$ cat src/rtl/freq_meter.sv
// freq_meter: counts rising edges of an asynchronous input over a fixed,
// continuous gate window of GATE_CYCLES clk cycles. Back-to-back windows have no
// gap between them, so every input edge lands in exactly one window.
// Optional build macro FREQ_METER_HOLD_EN: an unacknowledged result is held.
// Later windows are then dropped, and each dropped window is remembered in a
// sticky lost bit. That bit is folded into ovf on the next accepted update.
module freq_meter #(
  parameter int unsigned GATE_CYCLES = 100000000,
  parameter int unsigned CNT_W       = 32
) (
  input  logic             clk,
  input  logic             reset,
  input  logic             en,
  input  logic             fin,
  input  logic             ack,
  output logic [CNT_W-1:0] freq,
  output logic             valid,
  output logic             ovf,
  output logic             busy
);

  localparam logic [31:0]      LAST    = 32'(GATE_CYCLES - 1);
  localparam logic [CNT_W-1:0] CNT_MAX = '1;

  typedef enum logic {IDLE, GATE} state_t;

  state_t           state, state_nxt;
  logic             s1, s2, s3;
  logic             fin_edge;
  logic [31:0]      timer, timer_nxt;
  logic [CNT_W-1:0] cnt, cnt_nxt, cnt_fin;
  logic             sat, sat_nxt, sat_fin;
  logic             done;
  logic             lost;
  logic             accept;

  // Synchronize fin into the clk domain and keep one extra stage for edge detect.
  // NOTE: non-blocking assignments make every flop sample the pre-edge values,
  // so the three stages really shift instead of collapsing into one.
  always_ff @(posedge clk or negedge reset) begin
    if (!reset) begin
      s1 <= 1'b0;
      s2 <= 1'b0;
      s3 <= 1'b0;
    end else begin
      s1 <= fin;
      s2 <= s1;
      s3 <= s2;
    end
  end

  assign fin_edge = s2 & ~s3;

  // The count including this cycle's edge, saturating at the top value.
  assign cnt_fin = (fin_edge && (cnt != CNT_MAX)) ? cnt + CNT_W'(1) : cnt;
  assign sat_fin = sat | (fin_edge & (cnt == CNT_MAX));

  // Next-state logic for the gate FSM, timer and edge counter.
  // NOTE: every signal gets a default first so no path can leave it
  // unassigned, which would otherwise infer a latch.
  always_comb begin
    state_nxt = state;
    timer_nxt = timer;
    cnt_nxt   = cnt;
    sat_nxt   = sat;
    done      = 1'b0;
    busy      = 1'b0;
    case (state)
      IDLE: begin
        timer_nxt = '0;
        cnt_nxt   = '0;
        sat_nxt   = 1'b0;
        if (en) state_nxt = GATE;
      end
      GATE: begin
        busy = 1'b1;
        if (timer == LAST) begin
          // The last cycle's edge belongs to this window. The next window starts clean.
          done      = 1'b1;
          timer_nxt = '0;
          cnt_nxt   = '0;
          sat_nxt   = 1'b0;
          if (!en) state_nxt = IDLE;
        end else if (!en) begin
          // Abort: the partial count is thrown away.
          state_nxt = IDLE;
          timer_nxt = '0;
          cnt_nxt   = '0;
          sat_nxt   = 1'b0;
        end else begin
          timer_nxt = timer + 32'd1;
          cnt_nxt   = cnt_fin;
          sat_nxt   = sat_fin;
        end
      end
      default: state_nxt = IDLE;
    endcase
  end

  // State, gate timer and edge counter registers.
  always_ff @(posedge clk or negedge reset) begin
    if (!reset) begin
      state <= IDLE;
      timer <= '0;
      cnt   <= '0;
      sat   <= 1'b0;
    end else begin
      state <= state_nxt;
      timer <= timer_nxt;
      cnt   <= cnt_nxt;
      sat   <= sat_nxt;
    end
  end

`ifdef FREQ_METER_HOLD_EN
  // A pending result blocks new ones unless it is being acknowledged right now.
  assign accept = ~valid | ack;

  // Remember any completed window that could not be reported.
  always_ff @(posedge clk or negedge reset) begin
    if (!reset)    lost <= 1'b0;
    else if (done) lost <= ~accept;
  end
`else
  assign accept = 1'b1;
  assign lost   = 1'b0;
`endif

  // Result registers: load on window completion, otherwise let ack clear valid.
  always_ff @(posedge clk or negedge reset) begin
    if (!reset) begin
      freq  <= '0;
      ovf   <= 1'b0;
      valid <= 1'b0;
    end else if (done && accept) begin
      freq  <= cnt_fin;
      ovf   <= sat_fin | lost;
      valid <= 1'b1;
    end else if (ack && !done) begin
      valid <= 1'b0;
    end
  end

endmodule
$ cat config.mk
export PLATFORM = sky130hd
export DESIGN_NAME = freq_meter
export DESIGN_NICKNAME = d
export VERILOG_FILES = /design/src/rtl/freq_meter.sv
export SDC_FILE = /design/constraint.sdc
export NUM_CORES = 1
export LEC_CHECK = 0
export CORE_UTILIZATION = 35
export DETAILED_ROUTE_END_ITERATION = 8
export GPL_ROUTABILITY_DRIVEN = 0
export GPL_TIMING_DRIVEN = 0
export SLEW_MARGIN = 5
export SYNTH_ARGS = -nofsm -noshare
export SYNTH_HDL_FRONTEND = slang
export SYNTH_SLANG_ARGS = --single-unit
$ cat constraint.sdc
create_clock -name clk -period 2.5 [get_ports clk]
set_clock_uncertainty 0.1 [all_clocks]
set_input_delay 0.5 -clock clk [delete_from_list [all_inputs] [get_ports clk]]
set_output_delay 0.5 -clock clk [all_outputs]
set_load 0.01 [all_outputs]
==> flow_metrics.env <==
export IMPL_coreArea_um2=13300
export IMPL_synthDistinctLibCells=48
export IMPL_synth_area_leaders="dfrtp_1 54%, nor2_1 6.2%, xnor2_1 5.1%"
export IMPL_synth_most_common_cell="dfrtp_1"
export IMPL_cts_tree="done"
export IMPL_port_buffers=39
export IMPL_htreeDepth=3
export IMPL_reg2reg_to="valid$_DFFE_PN0P_"
export IMPL_cts_buffers=9
export IMPL_drc=0
export IMPL_hold_class="primary input to asynchronous set/reset pin"
export IMPL_ctsResizeCount=0
export IMPL_reg2reg_from="timer[0]$_DFF_PN0_"
export IMPL_n_fill_cell=1292
export IMPL_synth_warnings=0
export IMPL_power_switching_uw=690
export IMPL_dp_final_hpwl_mm=7.42
export IMPL_worstPathMaxFanout=10
export IMPL_cp_start_kind="register"
export IMPL_layout_cells_non_filler=715
export IMPL_drv_slew=0
export IMPL_tightest_slew_ps=607
export IMPL_die_h_um=119
export IMPL_synth_area_leader_cell="dfrtp_1"
export IMPL_setup_viol_count_final=0
export IMPL_outcome="complete, no violations"
export IMPL_place_area_um2=5450
export IMPL_post_route_util_pct=43.2
export IMPL_grt_max_degree=65
export IMPL_whs_ps=29.1
export IMPL_r2r_cells=6
export IMPL_clk_latency_ps=340
export IMPL_root_buffer="clkbuf_16"
export IMPL_cts_sinks=103
export IMPL_relSlewSlack_pct=59.6
export IMPL_syn_avg_cell_area_um2=9.97
export IMPL_dr_total_vias=3613
export IMPL_vias_per_cell=5.05
export IMPL_place_inst=699
export IMPL_seq_power_share_pct=54.3
export IMPL_synth_edf_count=0
export IMPL_critical_path_class="register to register"
export IMPL_tns_ps=0
export IMPL_insertedDiodeCount=0
export IMPL_io_pins=40
export IMPL_drt_initial_drc_count=124
export IMPL_rsz0062_at_grt="no"
export IMPL_ys_seq_elements=103
export IMPL_wl_per_cell_um=14.5
export IMPL_wl_mm=10.4
export IMPL_grt_total_usage_pct=15.6
export IMPL_worstSetupEndpointType="register"
export IMPL_overflow=0
export IMPL_dr_pass1_iters=4
export IMPL_syn_to_final_growth_pct=19.7
export IMPL_cp_arrival_ps=2430
export IMPL_reg_top3="cnt (32), freq (32), timer (32)"
export IMPL_start_util_pct=36.1
export IMPL_clkTransAtPathRegs_ps=70
export IMPL_yosys_area_top_type_share_pct=53.5
export IMPL_fin_nets=541
export IMPL_synth_cells=483
export IMPL_cts_hold_buffers=0
export IMPL_design_area_um2=5770
export IMPL_final_seq_area_um2=2580
export IMPL_yosysSeqAreaShare_pct=53.5
export IMPL_synth_fp_nets=490
export IMPL_p_clk_share_pct=43.3
export IMPL_dieWidth_um=119
export IMPL_postCtsSetupBuffers=0
export IMPL_max_vdd_ir_drop_v=0.000345
export IMPL_dieArea_um2=14200
export IMPL_finalHoldViolCount=0
export IMPL_num_rows=42
export IMPL_maxCapViolations=0
export IMPL_synth_top_flop_cell="dfrtp_1"
export IMPL_switching_share_pct=22.3
export IMPL_postRouteAntennaNets=0
export IMPL_synth_async_reset_ratio_pct=100
export IMPL_max_freq_mhz=427
export IMPL_grt_pass1_vias=3746
export IMPL_synth_common_cells="103 x dfrtp_1, 80 x nor2_1, 62 x nand2_1, 28 x xnor2_1"
export IMPL_p_leak_uw=0.00235
export IMPL_powerDensity_nw_per_um2=535
export IMPL_netlist_area_um2=4820
export IMPL_grt_antenna_before_repair=0
export IMPL_fin_crit_ps=2340
export IMPL_grt_pass1_wl_mm=17.8
export IMPL_required_ps=2590
export IMPL_clockBufferDepth=2
export IMPL_fin_crit_sh_pct=93.7
export IMPL_reg2reg_slack_ps=160
export IMPL_p_comb_share_pct=2.5
export IMPL_multi_input_area_um2=2140
export IMPL_drive_above_1_share_pct=9.83
export IMPL_p_int_uw=2400
## worst max path at each step
stage,startpoint,to,cells after the start
floorplan,cnt[0]$_DFF_PN0_,freq[27]$_DFFE_PN0P_,8
global placement,reset,timer[16]$_DFF_PN0_,1
detailed placement,cnt[0]$_DFF_PN0_,freq[31]$_DFFE_PN0P_,8
CTS,cnt[12]$_DFF_PN0_,freq[31]$_DFFE_PN0P_,7
global route,cnt[12]$_DFF_PN0_,freq[31]$_DFFE_PN0P_,7
finish,timer[0]$_DFF_PN0_,valid$_DFFE_PN0P_,6
## critical path, cell delays in order (launching register included)
cell and delay (ps):
dfrtp_1 390, ha_1 270, and4_1 210, buf_2 160, nand3_1 330, clkbuf_1 520, o21ai_0 210
## power groups by stage
stage / Clock, uW / Sequential (uW) / Combinational [uW]
final: 1340 / 1680 / 75.8
after global placement: 0 / 1710 / 73.9
after CTS: 1370 / 1680 / 80.0
after floorplan: 0 / 1710 / 23.1
after detailed placement: 0 / 1710 / 79.8
after global routing: 1430 / 1680 / 88.7
## through the flow
stage / setup WS, ps / power (uW)
5_1_grt: 2.32 / 3190
4_1_cts: 80.6 / 3120
6_report: 158 / 3090
3_3_place_gp: -2960 / 1780
2_1_floorplan: 556 / 1730
3_5_place_dp: 109 / 1790
## layout make-up
class / instances / area share, %
Buffer: 17 / 1.48
Clock buffer: 10 / 4.14
Clock inverter: 6 / 0.759
Inverter: 11 / 0.716
Multi-Input combinational cell: 352 / 37.2
Sequential cell: 103 / 44.7
Tap cell: 176 / 3.82
Timing Repair Buffer: 40 / 7.20
## metal layers
layer,vias to the layer above,GRT usage [%],share of wire (%)
met1,1788,19.0,44
li1,1740,-,-
met2,72,27.7,50
met3,13,3.11,4.0
met5,-,0,0
met4,0,4.84,1.7
## kinds of logic (layout without fill, tap and decap cells)
group / count (synthesis) / count (layout) / share of synthesized area (%)
AO/OA/AOI/OAI: 47 / 47 / 5.25
XOR/XNOR: 55 / 55 / 10.3
adder cells (fa/ha/maj): 2 / 2 / 0.519
buffers and inverters: 28 / 84 / 2.62
flip-flops: 103 / 103 / 53.5
multiplexers: 3 / 3 / 0.623
AND/OR/NAND/NOR: 245 / 245 / 27.2
## placed cells by master, fill, tap and decap left out, types with 13 or more instances in the layout
cell type        synthesis  final
xnor2_1                 28     28
nand3_1                 25     25
dfrtp_1                103    103
nor2_1                  80     80
xor2_1                  25     25
nand4_1                 13     13
nand2_1                 62     62
o21ai_1                 21     21
o21ai_0                 15     15
clkdlybuf4s50_1          0     38
Power figures use the tool's default switching activity.
